[config.mk]
export PLATFORM = sky130hd
export DESIGN_NAME = my_adder4
export DESIGN_NICKNAME = d
export VERILOG_FILES = /design/src/rtl/my_adder4.sv
export SDC_FILE = /design/constraint.sdc
export NUM_CORES = 1
export LEC_CHECK = 0
export CORE_AREA = 2 2 39 41
export CTS_CLUSTER_SIZE = 10
export DETAILED_ROUTE_END_ITERATION = 6
export DIE_AREA = 0 0 41 43
export PLACE_DENSITY = 0.67
export SYNTH_ARGS = -nofsm -noshare
export SYNTH_HDL_FRONTEND = slang
export SYNTH_SLANG_ARGS = --single-unit
[constraint.sdc]
create_clock -name clk -period 3.46 [get_ports clk]
set_input_delay 0.519 -clock clk [delete_from_list [all_inputs] [get_ports clk]]
set_output_delay 0.519 -clock clk [all_outputs]
set_load 0.05 [all_outputs]
[src/rtl/my_adder4.sv]
`default_nettype none
// ============================================================================
//  Module   : my_adder4
//  Purpose  : Registered ripple-carry adder. Produces the full (WIDTH+1)-bit
//             sum of two unsigned operands plus carry-in, the per-stage carry
//             chain, and the two's-complement overflow flag.
//  Revision : 1.0  initial release
// ============================================================================
module my_adder4 #(
  parameter int WIDTH = 4
) (
  input  logic             clk,
  input  logic             rst,
  input  logic [WIDTH-1:0] a,
  input  logic [WIDTH-1:0] b,
  input  logic             cin,
  output logic [WIDTH:0]   Cout,
  output logic [WIDTH:0]   Sum
);

  // Per-stage sum and carry-out bits, collected from the generate chain.
  logic [WIDTH-1:0] stage_sum;
  logic [WIDTH-1:0] stage_carry;

  logic [WIDTH:0]   sum_next;
  logic [WIDTH:0]   cout_next;

  // One full-adder stage per bit. Each stage keeps its own carry-in/out nets
  // so the chain can be probed stage by stage in a waveform viewer.
  generate
    for (genvar i = 0; i < WIDTH; i++) begin : g_stage
      logic c_in;
      logic c_out;
      logic s_out;

      if (i == 0) begin : g_lsb
        assign c_in = cin;
      end else begin : g_chain
        assign c_in = g_stage[i-1].c_out;
      end

      assign s_out = a[i] ^ b[i] ^ c_in;
      assign c_out = (a[i] & b[i]) | (a[i] & c_in) | (b[i] & c_in);

      assign stage_sum[i]   = s_out;
      assign stage_carry[i] = c_out;
    end
  endgenerate

  // Sum carries the final carry as its MSB; Cout MSB is signed overflow,
  // i.e. the carry into the sign bit differs from the carry out of it.
  assign sum_next  = {stage_carry[WIDTH-1], stage_sum};
  assign cout_next = {stage_carry[WIDTH-1] ^ stage_carry[WIDTH-2], stage_carry};

  // Output register: reset clears both outputs and wins over new results.
  always_ff @(posedge clk) begin
    if (rst) begin
      Sum  <= '0;
      Cout <= '0;
    end else begin
      Sum  <= sum_next;
      Cout <= cout_next;
    end
  end

endmodule
`default_nettype wire

==> flow_metrics.tcl, run 1 <==
set metrics [dict create \
    critPathCaptureType "flip-flop" \
    grt_max_degree 10 \
    path_clk_slew_ns 0.07 \
    criticalPathCategory "in -> reg" \
    cts_root_buf "clkbuf_4" \
    synth_seq_cells 9 \
    fin_hold_ws_ns 0.950 \
    rsz0062_at_grt "false" \
    fp.dieH_um 43 \
    area_growth_pct 63.1 \
    synth_nets 47 \
    drt-vias-per-instance 3.71 \
    cts_buffers 3 \
    finalSetupViolations 0 \
    core_region_area_um2 1380 \
    synthDistinctLibCells 8 \
    htree_levels 1 \
    post_dp_cell_area_um2 564 \
    ys_warn_count 0 \
    cts_resized 0 \
    arrival_ns 2.63 \
    drv_cap 0 \
    clock_path_buffers 2 \
    global_route.usage.met1_pct 7.97 \
    gp_congestion 0.705 \
    worst_pin_slew_ns 0.498 \
    path_delay_family "adder cells" \
    floorplan.initialDensity_pct 26.2 \
    avgSynthCellArea_um2 11.3 \
    fin_area_um2 592 \
    cts_tree "built" \
    cts_sinks 9 \
    via_count 260 \
    dp_hpwl_um 473 \
    layout_setup_ws_ns 0.965 \
    drt-initial-drc-count 2 \
    vdd_ir_drop_max_uv 131 \
    synth.area.top_cells "dfxtp_1 (50%), fa_1 (22%), inv_1 (7.2%), nor2b_2 (7.2%), nor2_1 (6.2%)" \
    finalCriticalPeriod_ns 2.49 \
    whs_path_depth 4 \
    io_buffers 20 \
    critPathMaxStageDelay_ns 0.45 \
    power_density_nw_per_um2 498 \
    worst_path_most_repeated_cell "fa_1" \
    fp-row-count 14 \
    min_from "cin" \
    startpoint "a[0]" \
    use_met2_pct 13.1 \
    netlist_instances 32 \
    synth_top_cell_area_share_pct 49.7 \
    drv_slew 0 \
    io_pins 21 \
    fp.dieW_um 41 \
    min_to "Sum[0]" \
    grt_usage_pct 9.13 \
    drt-total-wl_um 595 \
    final_util_pct 42.8 \
    grt-ovfl-total 0 \
    netlist_area_um2 363 \
    p_leak_nw 0.261 \
    dr.pass1.iters 2 \
    cts_hold_buffers 0 \
    ys_seq_area_share_pct 49.7 \
    slowest_stage "clkdlybuf4s50_1" \
    antenna_found_initial 0 \
    grt_busiest_layer "met2" \
    timing.final.crit_share_pct 72.1 \
    post-cts-setup-buffers 0 \
    hold_viol_final 0 \
    routedWlPerCell_um 8.50 \
    crit_chain "clkdlybuf4s50_1 > inv_1 > fa_1 > inv_1 > fa_1 > fa_1 > inv_1 > fa_1 > xor2_1 > nor2_1" \
    die_area_um2 1760 \
    gr-usage-met3_pct 4.71 \
    ant_nets 0 \
    tns_ns 0 \
    drc 0 \
    crit_cells 10 \
    hold_path_class "in -> reg" \
    grt_pass1_wl_um 966 \
    antennaDiodeCount 0 \
    yosysTopAreaCell "dfxtp_1" \
    max_freq_ghz 0.401 \
    worstPathRequired_ns 3.60 \
    nets 70 \
    worstSetupStartpointType "input pin" \
    max_slew_margin_pct 66.7 \
    crit_buf_inv 4 \
    status "completed" \
    grt_pass1_vias 265 \
    drive_above_1_share_pct 13.0 \
    preCtsSetupSlack_ns 0.694 \
    critPathMaxFanout 2 \
]
[kinds of logic after synthesis]
| group | count (synthesis) | synth area share (%) |
|---|---|---|
| xor gates and xnor gates | 1 | 2.41 |
| and+or+nand+nor | 9 | 13.4 |
| buffers and inverters | 9 | 12.4 |
| adders and majority gates | 4 | 22.1 |
| DFF | 9 | 49.7 |
[cells in the final DEF (no fill, tap or decap)]
cell,Yosys,final
xor2_1,1,1
nor2_1,6,6
fa_1,4,4
clkinv_2,0,1
dfxtp_1,9,9
clkbuf_4,0,3
clkdlybuf4s50_1,0,20
nor2b_2,3,3
inv_1,7,7
[registers in the layout (all words and copies together), names as in the netlist]
register,flops
Cout,5
Sum,4
[through the flow]
step | total power [mW] | cells
after global placement | 0.215 | 66
final | 0.295 | 70
after detailed placement | 0.215 | 66
after floorplan | 0.181 | 32
after global routing | 0.311 | 70
after CTS | 0.301 | 70
[cells in the mapped netlist]
cell type and count:
buf_4 1, xor2_1 1, inv_1 7, nor2_1 6, buf_6 1, nor2b_2 3
fa_1 4, dfxtp_1 9
[worst max path at each step]
| stage | endpoint | slack, ns |
|---|---|---|
| after floorplan | Sum[3] | 1.23 |
| after global placement | Cout[4] | 0.70 |
| after detailed placement | Cout[4] | 0.69 |
| after CTS | Cout[4] | 0.97 |
| after global routing | Cout[4] | 0.81 |
| final | Cout[4] | 0.97 |
[routing by layer]
layer | up-vias | wire [um]
li1 | 130 | -
met1 | 117 | 236
met2 | 9 | 303
met3 | 4 | 27
met4 | 0 | 29
met5 | - | 0
[where the power goes]
| part | switching, mW | total [mW] | internal, mW |
|---|---|---|---|
| clock network | 0.0393 | 0.0820 | 0.0427 |
| registers | 0.00251 | 0.117 | 0.114 |
| logic | 0.0573 | 0.0959 | 0.0386 |
| total | 0.0991 | 0.295 | 0.195 |
[layout make-up]
type,count,area (um2)
timing repair buffer,20,200
fill,150,792
tap,16,20.0
clock buffer,3,22.5
sequential,9,180
clock inverter,1,5.00
multi-input combinational,14,138
inverter,7,26.3
(Power assumes the default switching activity.)
==> run 2, diff against run 1 <==
Clock period 3.46 ns to 2.4 ns, I/O delays scaled along.
==> flow_metrics.tcl, run 2 (synthesis gave the netlist of run 1 again) <==
set metrics [dict create \
    status "completed" \
    slowest_stage "fa_2" \
    p_int_mw 0.291 \
    antennaDiodeCount 0 \
    criticalPathCategory "in -> reg" \
    gp_congestion 0.676 \
    fp.dieH_um 43 \
    arrival_ns 2.42 \
    critPathMaxStageDelay_ns 0.43 \
    nets 73 \
    wl_met2_um 417 \
    critPathMaxFanout 2 \
    hold_viol_final 0 \
    topRoutingLayerUsed "met3" \
    drt-initial-drc-count 2 \
    ant_nets 0 \
    power_density_nw_per_um2 692 \
    wl_met1_um 231 \
    grt_pass1_vias 282 \
    cts_buffers 3 \
    total_power_mw 0.431 \
    crit_chain "clkdlybuf4s50_1 > inv_1 > fa_2 > inv_1 > fa_2 > fa_2 > inv_1 > fa_2 > nor2_1" \
    fin_area_um2 623 \
    timing.final.crit_share_pct 93.3 \
    post_dp_cell_area_um2 587 \
    clock_path_buffers 2 \
    hold_path_class "in -> reg" \
    power_frac_comb_pct 34.2 \
    largestRegisters "Cout (5), Sum (4)" \
    drive_above_1_share_pct 22.8 \
    floorplan.initialDensity_pct 26.2 \
    finalSetupViolations 0 \
    tns_ns 0 \
    rsz0062_at_grt "false" \
    p_clk_share_pct 26.7 \
    drv_cap 0 \
    min_from "cin" \
    cts_tree "built" \
    antenna_found_initial 0 \
    swShare_pct 32.5 \
    routedWlPerCell_um 9.16 \
    worstSetupStartpointType "input pin" \
    dr.pass1.iters 2 \
    cts_root_buf "clkbuf_4" \
    drc 0 \
    seqPwrFrac_pct 39.1 \
    final_common_cell "clkdlybuf4s50_1" \
    max_freq_ghz 0.447 \
    grt-ovfl-total 0 \
    top_register "Cout" \
    p_leak_nw 0.269 \
    max_slew_margin_pct 66.6 \
    dp_hpwl_um 537 \
    vdd_ir_drop_max_uv 268 \
    core_region_area_um2 1380 \
    die_area_um2 1760 \
    grt_usage_pct 10.2 \
    startpoint "a[0]" \
    via_count 271 \
    wl_met3_um 20 \
    largest_register_ffs 5 \
    grt_pass1_wl_um 1100 \
    drt-vias-per-instance 3.71 \
    finalCriticalPeriod_ns 2.24 \
    io_pins 21 \
    path_clk_slew_ns 0.06 \
    worstPathRequired_ns 2.58 \
    worst_pin_slew_ns 0.499 \
    worst_path_most_repeated_cell "fa_2" \
    grt_max_degree 10 \
    fp-row-count 14 \
    drv_slew 0 \
    final_cell_mix "clkdlybuf4s50_1 (20), dfxtp_1 (9), inv_1 (7)" \
    drt-total-wl_um 669 \
    io_buffers 20 \
    critPathCaptureType "flip-flop" \
    fillers 143 \
    area_growth_pct 71.7 \
    cts_sinks 9 \
    htree_levels 1 \
    p_sw_mw 0.140 \
    cts_hold_buffers 0 \
    fp.dieW_um 41 \
]
## run 2: cell count changes in the layout (fill, tap and decap cells not counted), sizes merged
cell	delta
buf	+3
clkbuf	+1
clkinv	-1
## run 2: timing repair
item | CTS | global route
resized for setup | 0 | 4
setup buffers | 0 | 0
hold endpoints to repair | 0 | 0
endpoints found under the setup margin | 0 | 2
## run 2: critical path: cells and delay by family
family	cells	cell delay (ns)
adders and majority gates	4	1.34
buffers and inverters	4	0.61
and+or+nand+nor	1	0.11
## run 2: through the flow
step | instances | setup slack [ns] | hold WS (ns) | utilization [%]
global route | 73 | 0.0592 | 0.856 | 45.0
detailed placement | 69 | -0.207 | 1.07 | 42.4
finish | 73 | 0.160 | 0.837 | 45.0
floorplan | 32 | 0.334 | 0.552 | -
CTS | 73 | 0.0518 | 0.794 | 44.3
global placement | 69 | -0.186 | 1.05 | 42.4
## run 2: power by group through the flow
stage,Sequential (mW),Combinational [mW],Clock [mW]
after floorplan,0.226,0.0356,0
after global placement,0.172,0.144,0
after detailed placement,0.172,0.146,0
after CTS,0.169,0.147,0.119
after global routing,0.170,0.158,0.130
final,0.169,0.147,0.115
## run 2: final timing paths
path                  depth (start not counted)      to  slack, ns
worst max-delay path                          9  Sum[3]       0.16
worst min-delay path                          4  Sum[0]       0.84
## run 2: routing by layer
metal | vias to the layer above | global-route usage (%)
li1 | 138 | -
met1 | 128 | 9.00
met2 | 5 | 16.3
met3 | 0 | 3.14
met4 | 0 | 10.0
met5 | - | 0
## run 2: area by class of cell
cell class              instances  area, um2  share of cell area, %
multi-input cells              14        148                   23.7
inverters                       7       26.3                   4.22
well taps                      16       20.0                   3.21
clock buffers                   4       26.3                   4.22
repair buffers                 23        223                   35.7
flip-flops and latches          9        180                   28.9
==> run 3, diff against run 2 <==
--- a/config.mk
+++ b/config.mk
@@ -6,4 +6,5 @@
 export NUM_CORES = 1
 export LEC_CHECK = 0
+export CAP_MARGIN = 10
 export CORE_AREA = 2 2 39 41
 export CTS_CLUSTER_SIZE = 10
==> constraint.sdc (replaced) <==
create_clock -name clk -period 2.23 [get_ports clk]
set_input_delay 0.5575 -clock clk [delete_from_list [all_inputs] [get_ports clk]]
set_output_delay 0.5575 -clock clk [all_outputs]
set_load 0.05 [all_outputs]
==> flow_metrics.tcl, run 3 (synthesis gave the netlist of run 1 again) <==
set metrics [dict create \
    status "completed" \
    via_count 287 \
    drc 0 \
    power_frac_comb_pct 35.2 \
    worst_pin_slew_ns 0.497 \
    cts_root_buf "clkbuf_4" \
    grt-ovfl-total 0 \
    finalCriticalPeriod_ns 2.15 \
    fillers 139 \
    fin_hold_ws_ns 0.789 \
    cts_tree "built" \
    p_int_mw 0.318 \
    core_region_area_um2 1380 \
    min_from "b[0]" \
    drv_slew 0 \
    clock_path_buffers 2 \
    min_to "Sum[0]" \
    largestRegisters "Cout (5), Sum (4)" \
    ant_nets 0 \
    routedWlPerCell_um 9.28 \
    worstPathRequired_ns 2.42 \
    grt_usage_pct 10.2 \
    p_clk_share_pct 26.5 \
    criticalPathCategory "in -> reg" \
    die_area_um2 1760 \
    antenna_found_initial 0 \
    dp_cells 69 \
    grt_pass1_wl_um 1120 \
    hold_path_class "in -> reg" \
    rsz0062_at_grt "false" \
    critPathMaxFanout 2 \
    area_growth_pct 77.9 \
    worstSetupStartpointType "input pin" \
    io_pins 21 \
    largest_register_ffs 5 \
    drv_cap 0 \
    fp.dieW_um 41 \
    whs_path_depth 4 \
    cts_buffers 3 \
    critPathCaptureType "flip-flop" \
    grt_max_degree 10 \
    swShare_pct 32.7 \
    preCtsSetupSlack_ns -0.569 \
    nets 76 \
    arrival_ns 2.34 \
    grt_pass1_vias 301 \
    hold_viol_final 0 \
    antennaDiodeCount 0 \
    max_freq_ghz 0.464 \
    layout.cells.non_filler 76 \
    power_density_nw_per_um2 732 \
    htree_levels 1 \
    fp.dieH_um 43 \
    top_register "Cout" \
    dr.pass1.iters 3 \
    final_cell_mix "clkdlybuf4s50_1 (17), dfxtp_1 (9), nor2_1 (6), buf_4 (6), inv_2 (5)" \
    floorplan.initialDensity_pct 26.2 \
    drt-total-wl_um 705 \
    p_leak_nw 0.280 \
    p_sw_mw 0.154 \
    io_buffers 20 \
    drt-vias-per-instance 3.78 \
    final_common_cell "clkdlybuf4s50_1" \
    max_slew_margin_pct 66.7 \
    timing.final.crit_share_pct 96.6 \
    drive_above_1_share_pct 35.0 \
    seqPwrFrac_pct 38.4 \
    drt-initial-drc-count 4 \
    final_util_pct 46.7 \
    vdd_ir_drop_max_uv 243 \
    gp_congestion 0.665 \
    path_clk_slew_ns 0.06 \
    fp-row-count 14 \
    finalSetupViolations 0 \
    cts_sinks 9 \
    layout_setup_ws_ns 0.0766 \
]
-- run 3: routing by layer --
| metal | share of wire [%] | wire [um] | global-route usage (%) | vias up |
|---|---|---|---|---|
| met5 | 0 | 0 | 0 | - |
| met4 | 3.5 | 25 | 10.0 | 0 |
| met3 | 3.0 | 21 | 3.14 | 4 |
| met2 | 57 | 402 | 17.2 | 9 |
| met1 | 36 | 254 | 8.25 | 132 |
| li1 | - | - | - | 142 |
-- run 3: critical path, cell delays in order --
cell	delay (ns)
clkdlybuf4s15_1	0.18
inv_2	0.06
fa_2	0.22
inv_2	0.04
fa_2	0.35
fa_2	0.36
inv_2	0.07
fa_2	0.42
nor2_1	0.09
-- run 3: layout make-up --
cell class	count	area (um2)	share of cell area [%]
flip-flops and latches	9	180	27.9
repair buffers	26	245	38.0
clock buffers	4	26.3	4.07
multi-input cells	14	148	22.9
well taps	16	20.0	3.10
inverters	7	26.3	4.07
-- run 3: stage by stage --
| step | instance area, um2 | total power, mW | TNS, ns |
|---|---|---|---|
| final | 646 | 0.472 | 0 |
| after global routing | 646 | 0.502 | 0 |
| after CTS | 629 | 0.476 | 0 |
| after detailed placement | 589 | 0.342 | -1.91 |
| after global placement | 589 | 0.341 | -1.76 |
| after floorplan | 365 | 0.282 | 0 |
-- run 3: timing repair --
action	4_1_cts	5_1_grt
pin swaps	6	4
buffers inserted	1	2
setup endpoints to repair	3	2
gates cloned	0	0
hold buffers	0	0
gates resized for setup	13	1
-- run 3: how the worst max path moves through the flow --
stage / start / endpoint / slack [ns] / cells after the start
finish: cin / Sum[3] / 0.08 / 9
global route: cin / Sum[3] / 0.01 / 9
CTS: a[0] / Sum[3] / 0.009 / 9
detailed placement: a[0] / Cout[4] / -0.57 / 10
global placement: a[0] / Cout[4] / -0.55 / 10
floorplan: a[0] / Cout[4] / 0.005 / 9
-- run 3: power groups by stage --
stage / Clock, mW / Sequential (mW) / Combinational, mW
CTS: 0.133 / 0.181 / 0.163
floorplan: 0 / 0.243 / 0.0387
finish: 0.125 / 0.181 / 0.166
global placement: 0 / 0.185 / 0.156
global route: 0.140 / 0.183 / 0.179
detailed placement: 0 / 0.184 / 0.157
